[src/rtl/median_seq_sort.sv]
`timescale 1ns/1ps
// median_seq_sort: collects a 9-sample window, sorts it in place (odd-even transposition) and reports max/median/min.
// Latency: the 9th sample accepted at edge T gives out_valid after edge T+10 (9 sort phases plus one settle cycle).
// Backpressure: in_ready is low while sorting and holding a result; the result stays in DONE until out_ready.
module median_seq_sort #(
  parameter int DATA_SIZE = 8,
  parameter int WIN       = 9
) (
  input  logic                 clk,
  input  logic                 rst,
  input  logic                 in_valid,
  output logic                 in_ready,
  input  logic [DATA_SIZE-1:0] in_data,
  output logic                 out_valid,
  input  logic                 out_ready,
  output logic [DATA_SIZE-1:0] out_median,
  output logic [DATA_SIZE-1:0] out_max,
  output logic [DATA_SIZE-1:0] out_min,
  output logic                 busy
);

  localparam int         N        = 9;
  // Index of the last sample of a window.
  localparam logic [3:0] LAST_CNT = 4'd8;
  // Phases 0..8 are compare phases; ph==9 is the settle cycle before DONE.
  localparam logic [3:0] END_PH   = 4'd9;

  // The sorting network and phase count are built for exactly nine entries.
  generate
    if (WIN != 9) begin : g_win_check
      $error("median_seq_sort: only WIN=9 is supported");
    end
  endgenerate

  typedef enum logic [1:0] {
    LOAD = 2'd0,
    SORT = 2'd1,
    DONE = 2'd2
  } state_t;

  state_t               r_state;
  state_t               w_next;
  logic [DATA_SIZE-1:0] r_data  [N];
  logic [DATA_SIZE-1:0] w_phase [N];
  logic [3:0]           r_cnt;
  logic [3:0]           r_ph;
  logic                 w_load_fire;

  assign w_load_fire = in_valid && (r_state == LOAD);

  // State register.
  always_ff @(posedge clk or posedge rst) begin
    if (rst) begin
      r_state <= LOAD;
    end else begin
      r_state <= w_next;
    end
  end

  // Next-state logic: load 9, sort until the settle cycle, hold until taken.
  always_comb begin
    w_next = r_state;
    case (r_state)
      LOAD:    if (w_load_fire && (r_cnt == LAST_CNT)) w_next = SORT;
      SORT:    if (r_ph == END_PH) w_next = DONE;
      DONE:    if (out_ready) w_next = LOAD;
      default: w_next = LOAD;
    endcase
  end

  // Handshake and status outputs decoded from the current state.
  always_comb begin
    in_ready  = 1'b0;
    out_valid = 1'b0;
    busy      = 1'b0;
    case (r_state)
      LOAD: in_ready = 1'b1;
      SORT: busy     = 1'b1;
      DONE: begin
        out_valid = 1'b1;
        busy      = 1'b1;
      end
      default: in_ready = 1'b0;
    endcase
  end

  // One transposition phase: even ph uses pairs (0,1)..(6,7), odd ph (1,2)..(7,8);
  // larger value goes to the lower index, equal pairs are swapped harmlessly.
  always_comb begin
    w_phase = r_data;
    for (int i = 0; i < N - 1; i++) begin
      if (i[0] == r_ph[0]) begin
        if (r_data[i] <= r_data[i+1]) begin
          w_phase[i]   = r_data[i+1];
          w_phase[i+1] = r_data[i];
        end
      end
    end
  end

  // Window storage, load counter and phase counter.
  always_ff @(posedge clk or posedge rst) begin
    if (rst) begin
      for (int i = 0; i < N; i++) r_data[i] <= '0;
      r_cnt <= '0;
      r_ph  <= '0;
    end else begin
      case (r_state)
        LOAD: begin
          if (w_load_fire) begin
            r_data[r_cnt] <= in_data;
            if (r_cnt == LAST_CNT) begin
              r_cnt <= '0;
              r_ph  <= '0;
            end else begin
              r_cnt <= r_cnt + 4'd1;
            end
          end
        end
        SORT: begin
          if (r_ph != END_PH) begin
            r_data <= w_phase;
            r_ph   <= r_ph + 4'd1;
          end
        end
        DONE: begin
          if (out_ready) r_cnt <= '0;
        end
        default: begin
          r_cnt <= '0;
        end
      endcase
    end
  end

  // Sorted descending, so the ends and the middle give max, min and median.
  assign out_max    = r_data[0];
  assign out_median = r_data[4];
  assign out_min    = r_data[8];

endmodule
[config.mk]
export PLATFORM = sky130hd
export DESIGN_NAME = median_seq_sort
export DESIGN_NICKNAME = d
export VERILOG_FILES = /design/src/rtl/median_seq_sort.sv
export SDC_FILE = /design/constraint.sdc
export NUM_CORES = 1
export LEC_CHECK = 0
export ABC_AREA = 0
export CORE_ASPECT_RATIO = 1.25
export CORE_MARGIN = 4
export CORE_UTILIZATION = 30
export CTS_CLUSTER_DIAMETER = 30
export DETAILED_ROUTE_END_ITERATION = 10
export SKIP_CTS_REPAIR_TIMING = 1
export SLEW_MARGIN = 20
export SYNTH_ARGS = -nofsm -noshare
export SYNTH_HDL_FRONTEND = slang
export SYNTH_SLANG_ARGS = --single-unit
[constraint.sdc]
create_clock -name clk -period 2.8 [get_ports clk]
set_input_delay 0.42 -clock clk [delete_from_list [all_inputs] [get_ports clk]]
set_output_delay 0.42 -clock clk [all_outputs]
set_load 0.05 [all_outputs]
==> results of run 1 <==
## final cells by class
cell class	instances	share of cell area, %
Clock inverter	6	0.839
Tap cell	330	4.86
Sequential cell	82	24.2
Inverter	74	3.28
Multi-Input combinational cell	655	54.9
Clock buffer	10	2.81
Timing Repair Buffer	89	9.13
## worst reg2reg max path, stage by stage (launching register included)
cell     delay (ps)
dfrtp_1         350
buf_4           150
inv_1            80
ha_1            320
nand4_1         150
nor2_1          130
a211o_1         320
a21o_2          290
nand3_1         300
a32oi_1         280
## placed cells by master, fill, tap and decap left out, drive strengths merged, types with 8 or more instances in the layout
cell type	n
a21oi	119
dfrtp	82
inv	75
ha	73
nand2	53
buf	51
nor2	51
nand4	46
clkdlybuf4s50	38
a211oi	32
o21ai	25
mux2i	23
nor2b	23
nor3	20
a311oi	18
a31oi	18
a32oi	16
o31ai	16
nand3	12
nand2b	11
o311ai	10
clkbuf	10
mux2	9
o211ai	9
a21o	8
a22o	8
## power groups by stage
| stage | clock network (mW) | registers, mW | logic, mW |
|---|---|---|---|
| after floorplan | 0 | 2.03 | 4.52 |
| after global placement | 0 | 2.18 | 6.01 |
| after detailed placement | 0 | 2.19 | 6.11 |
| after CTS | 1.31 | 2.17 | 6.14 |
| after global routing | 1.37 | 2.25 | 6.84 |
| final | 1.30 | 2.18 | 6.17 |
## flip-flops by register name, summed over array words and instances, names as in the netlist
name and flops:
r_data 48, out_min 8, r_cnt 4, out_max 8, out_median 8, r_ph 4, r_state 2
## cells by family (layout without fill, tap and decap cells)
| group | Yosys count | count (layout) | synth area share, % |
|---|---|---|---|
| fa+ha+maj | 73 | 73 | 12.3 |
| flops | 82 | 82 | 27.7 |
| simple gates | 236 | 236 | 16.9 |
| mux | 32 | 32 | 4.47 |
| buf+inv | 153 | 179 | 9.61 |
| compound gates | 314 | 314 | 29.1 |
## metrics by stage
step / area, um2 / util (%) / std cells
6_report: 8500 / 34.8 / 1246
5_1_grt: 8500 / 34.8 / 1246
4_1_cts: 8490 / 34.8 / 1246
3_5_place_dp: 8180 / 33.5 / 1230
3_3_place_gp: 8180 / 33.5 / 1230
2_1_floorplan: 7420 / - / 890
## path summary, 6_finish.rpt
path | startpoint | endpoint | depth (start not counted)
max | r_state[1] | in_ready | 3
max reg2reg | out_median[7] | r_data[41] | 9
min | rst | out_min[2] | 2
min reg2reg | out_min[7] | out_min[7] | 1
min in group clk | out_min[7] | out_min[7] | 1
max in group asynchronous | rst | r_data[28] | 3
## routing by layer
metal	GRT usage, %	part of all wire (%)	wire length, um	up-vias
li1	-	-	-	3376
met4	6.84	3.1	748	0
met5	0	0	0	-
met3	2.32	3.5	859	50
met1	20.8	41	9960	3502
met2	32.8	52	12700	173
==> run metrics, run 1 <==
RSZ-0062 raised after global routing no; hpwl dp between 15,000 and 20,000 um; initial antenna violation count 0; number of fill cells between 2,000 and 3,000; Syn Std Cell Area ~7400 um2; crit path DAT 2110 ps; share of layout cells above drive strength 1 about an eighth; delay-heaviest family, CP buffers and inverters; worst path buffer plus inverter count 2; clk sinks ~80; # nets final between 900 and 1,000; Req. time, crit path between 2000 and 2500 ps; vias 7,101; Core ar. approximately 24,000 um2; Chip Width approximately 150 um; Commonest cells post-synth a21oi_1 (117), dfrtp_1 (82), ha_1 (73), inv_1 (73), nand2_1 (53); total negative slack 0 ps; Hold WS 406 ps; Die ar. between 20,000 and 30,000 um2; Reg2Reg Setup Slack ~330 ps; clock share of power between 10% and 20%; Leak Pwr approximately 3.6 nW; register area share after synthesis between 20% and 30%; area of the multi-input gates about 4700 um2; Placer Congestion about 0.88; Synth top area share between 20% and 30%; min Tclk post-route approximately 2500 ps; Post-Syn Instances just under 900; fin worst setup slack between 200 and 300 ps; row cnt 64; Routed Antenna Nets 0; Max Clk Rate around 0.39 GHz; largest area contributor in the netlist dfrtp_1; Total Power about 9.7 mW; TritonCTS clock tree built; Post-synth EDFFs 0; combinational power share ~64%; HP Class primary input to asynchronous set/reset pin; first-pass GRT wire length 38,700 um; vias in the first global route 7,148; Avg Vias per Cell between 5 and 6; Starting Density approximately 30%; largest net degree at the start of global routing 70; clock buffer depth 2; power per cell area 1140 nW/um2; WL/cell 19.5 um; Worst slew margin approximately 35%; status finished, final reports clean; Critical-path top delay cell clkdlybuf4s50_1; number of warnings issued by yosys 0; Synth Flop Type dfrtp_1; Mean Syn Cell Area ~8.3 um2; Num CTS Buffers 9; clock root buffer clkbuf_16; Clock Skew 13.1 ps; Slew Limit Fails 0; worst-path fanout max 11; Total Wirelength approximately 24,000 um; PortBufs 38; Final Hold Fails 0; Seq cells post-synth just over 80; DRC 0; Seq pwr share a little under a quarter; Synth area leaders dfrtp_1 (28%), ha_1 (12%), a21oi_1 (7.9%), nand4_1 (3.8%), inv_1 (3.7%); Syn-to-layout area delta 14.5%; CTS clk-pin slew, worst paths approximately 70 ps; Worst Setup End Kind primary output; Worst path max stage delay just under 900 ps; 1st-iter DRT viols 609; max_cap viols 0; total track usage 17.8%; Die Y about 180 um; Clock Latency Late Sink 360 ps; most frequent cell after synthesis a21oi_1; Worst setup SP type flop; htree depth 3; P_sw roughly 5 mW; worst slew pin tran around 970 ps; Sw Ratio 50.7%; FF+latch area 2050 um2; drt pass-1 iters 5; Post-synth ARST share 100%; IO Pins 39; WS Path Type flop to primary output; CP Cell Sequence inv_1 > ha_1 > clkdlybuf4s50_1; syn_nets 975; P_int between 4 and 5 mW; Max VDD drop between 0.3 and 0.4 mV; Synth cell types 74; Final period util around 90%; GRT overflow 0; diode count 0; worst slack, placed 235 ps; final setup fails 0
Note: power is estimated with default switching activity, not from simulation.
==> run 2: changes to the inputs <==
Settings changed: HOLD_SLACK_MARGIN set to 0.03.
==> results of run 2 <==
Final layout, timing and power as in run 1 (identical DEF).
==> run 3: changes to the inputs <==
Settings changed: MAX_ROUTING_LAYER set to met4, SLEW_MARGIN 20 to unset.
==> run metrics, run 3 (synthesis gave the netlist of run 1 again) <==
WS Path Type flop to primary output; most frequent cells in the layout a21oi_1 (116), dfrtp_1 (81), inv_1 (72), ha_1 (72), nand2_1 (53); Avg Vias per Cell around 5.8; final setup fails 0; HP Class primary input to asynchronous set/reset pin; Worst R2R Start out_median[7]; RSZ-0062 raised after global routing no; Clock Skew ~14 ps; power per cell area 1140 nW/um2; Core ar. roughly 24,000 um2; Starting Density 30.4%; clock root buffer clkbuf_16; Worst slew margin around a fifth; max reg flops 48; largest register by flop count r_data; DRC 0; Setup crit start r_state[1]; vias 7,176; 1st-iter DRT viols 470; htree depth 3; total negative slack 0 ps; diode count 0; Worst setup SP type flop; Total Wirelength between 20,000 and 25,000 um; worst slew pin tran ~1200 ps; reg2reg end out_median[4]; Placer Congestion around 0.89; CP Cell Sequence inv_1 > ha_1 > clkdlybuf4s50_1; initial antenna violation count 0; PortBufs 38; Reg2Reg Setup Slack about 300 ps; IO Pins 39; min Tclk post-route about 2500 ps; Slew Limit Fails 0; Max VDD drop 0.337 mV; Final period util 89.7%; status finished, final reports clean; clock buffer depth 2; vias in the first global route roughly 7,200; Total Power 9.64 mW; hpwl dp around 18,000 um; Leak Pwr between 3 and 4 nW; Routed Antenna Nets 0; Chip Width about 150 um; Worst Setup End Kind primary output; Final Hold Fails 0; worst-path fanout max 11; Syn-to-layout area delta 14.5%; total track usage 18.2%; Clock Latency Late Sink 350 ps; Critical-path top delay cell clkdlybuf4s50_1; first-pass GRT wire length roughly 38,000 um; WL/cell around 20 um; drt pass-1 iters 5; crit path DAT 2090 ps; share of layout cells above drive strength 1 about an eighth; worst path buffer plus inverter count 2; Num CTS Buffers 9; delay-heaviest family, CP buffers and inverters; CTS clk-pin slew, worst paths 70 ps; reg2reg path depth 9; Worst path max stage delay slightly below 900 ps; # nets final 996; Die Y ~180 um; max_cap viols 0; GRT overflow 0; Die ar. between 20,000 and 30,000 um2; clk sinks about 80; TritonCTS clock tree built; largest net degree at the start of global routing 70; row cnt 64; commonest non-fill, non-tap cell in the layout a21oi_1; Max Clk Rate 0.398 GHz; Req. time, crit path ~2400 ps
-- run 3: cell type report --
class                           instances  area, um2
Multi-Input combinational cell        655       4660
Tap cell                              330        413
Clock inverter                          6       71.3
Inverter                               74        279
Timing Repair Buffer                   89        776
Sequential cell                        82       2050
Fill cell                            2564      15900
Clock buffer                           10        239
-- run 3: power breakdown --
part	internal (mW)	switching, mW	leakage, nW	total [mW]
Clock	0.728	0.562	0.151	1.29
Sequential	1.64	0.540	0.958	2.18
Combinational	2.39	3.78	2.47	6.17
-- run 3: worst max path at each step --
stage | to | cells after the start
after global routing | out_max[6] | 8
after CTS | r_data[29] | 9
after detailed placement | r_data[29] | 9
after global placement | r_data[31] | 7
after floorplan | out_max[0] | 1
final | in_ready | 3
-- run 3: layer usage --
| layer | vias up | global-route usage, % | routed length [um] |
|---|---|---|---|
| met5 | - | - | 0 |
| met3 | 67 | 2.47 | 1210 |
| li1 | 3377 | - | - |
| met4 | 0 | 6.91 | 869 |
| met1 | 3475 | 20.8 | 9600 |
| met2 | 257 | 32.3 | 12700 |
-- run 3: metrics by stage --
| step | utilization (%) | std cells | instance area, um2 | hold slack, ps | setup slack [ps] |
|---|---|---|---|---|---|
| after global routing | 34.8 | 1246 | 8490 | 473 | 122 |
| after detailed placement | 33.5 | 1230 | 8180 | 538 | 248 |
| final | 34.8 | 1246 | 8490 | 417 | 289 |
| after floorplan | - | 890 | 7420 | 497 | 272 |
| after global placement | 33.5 | 1230 | 8180 | 523 | 330 |
| after CTS | 34.8 | 1246 | 8490 | 443 | 222 |
-- run 3: worst reg2reg max path, delay by kind of cell (launching register included) --
family | cells | cell delay [ps]
AND/OR/NAND/NOR | 2 | 300
buffers and inverters | 3 | 450
adder cells (fa/ha/maj) | 1 | 320
AO/OA/AOI/OAI | 3 | 970
flip-flops | 1 | 350
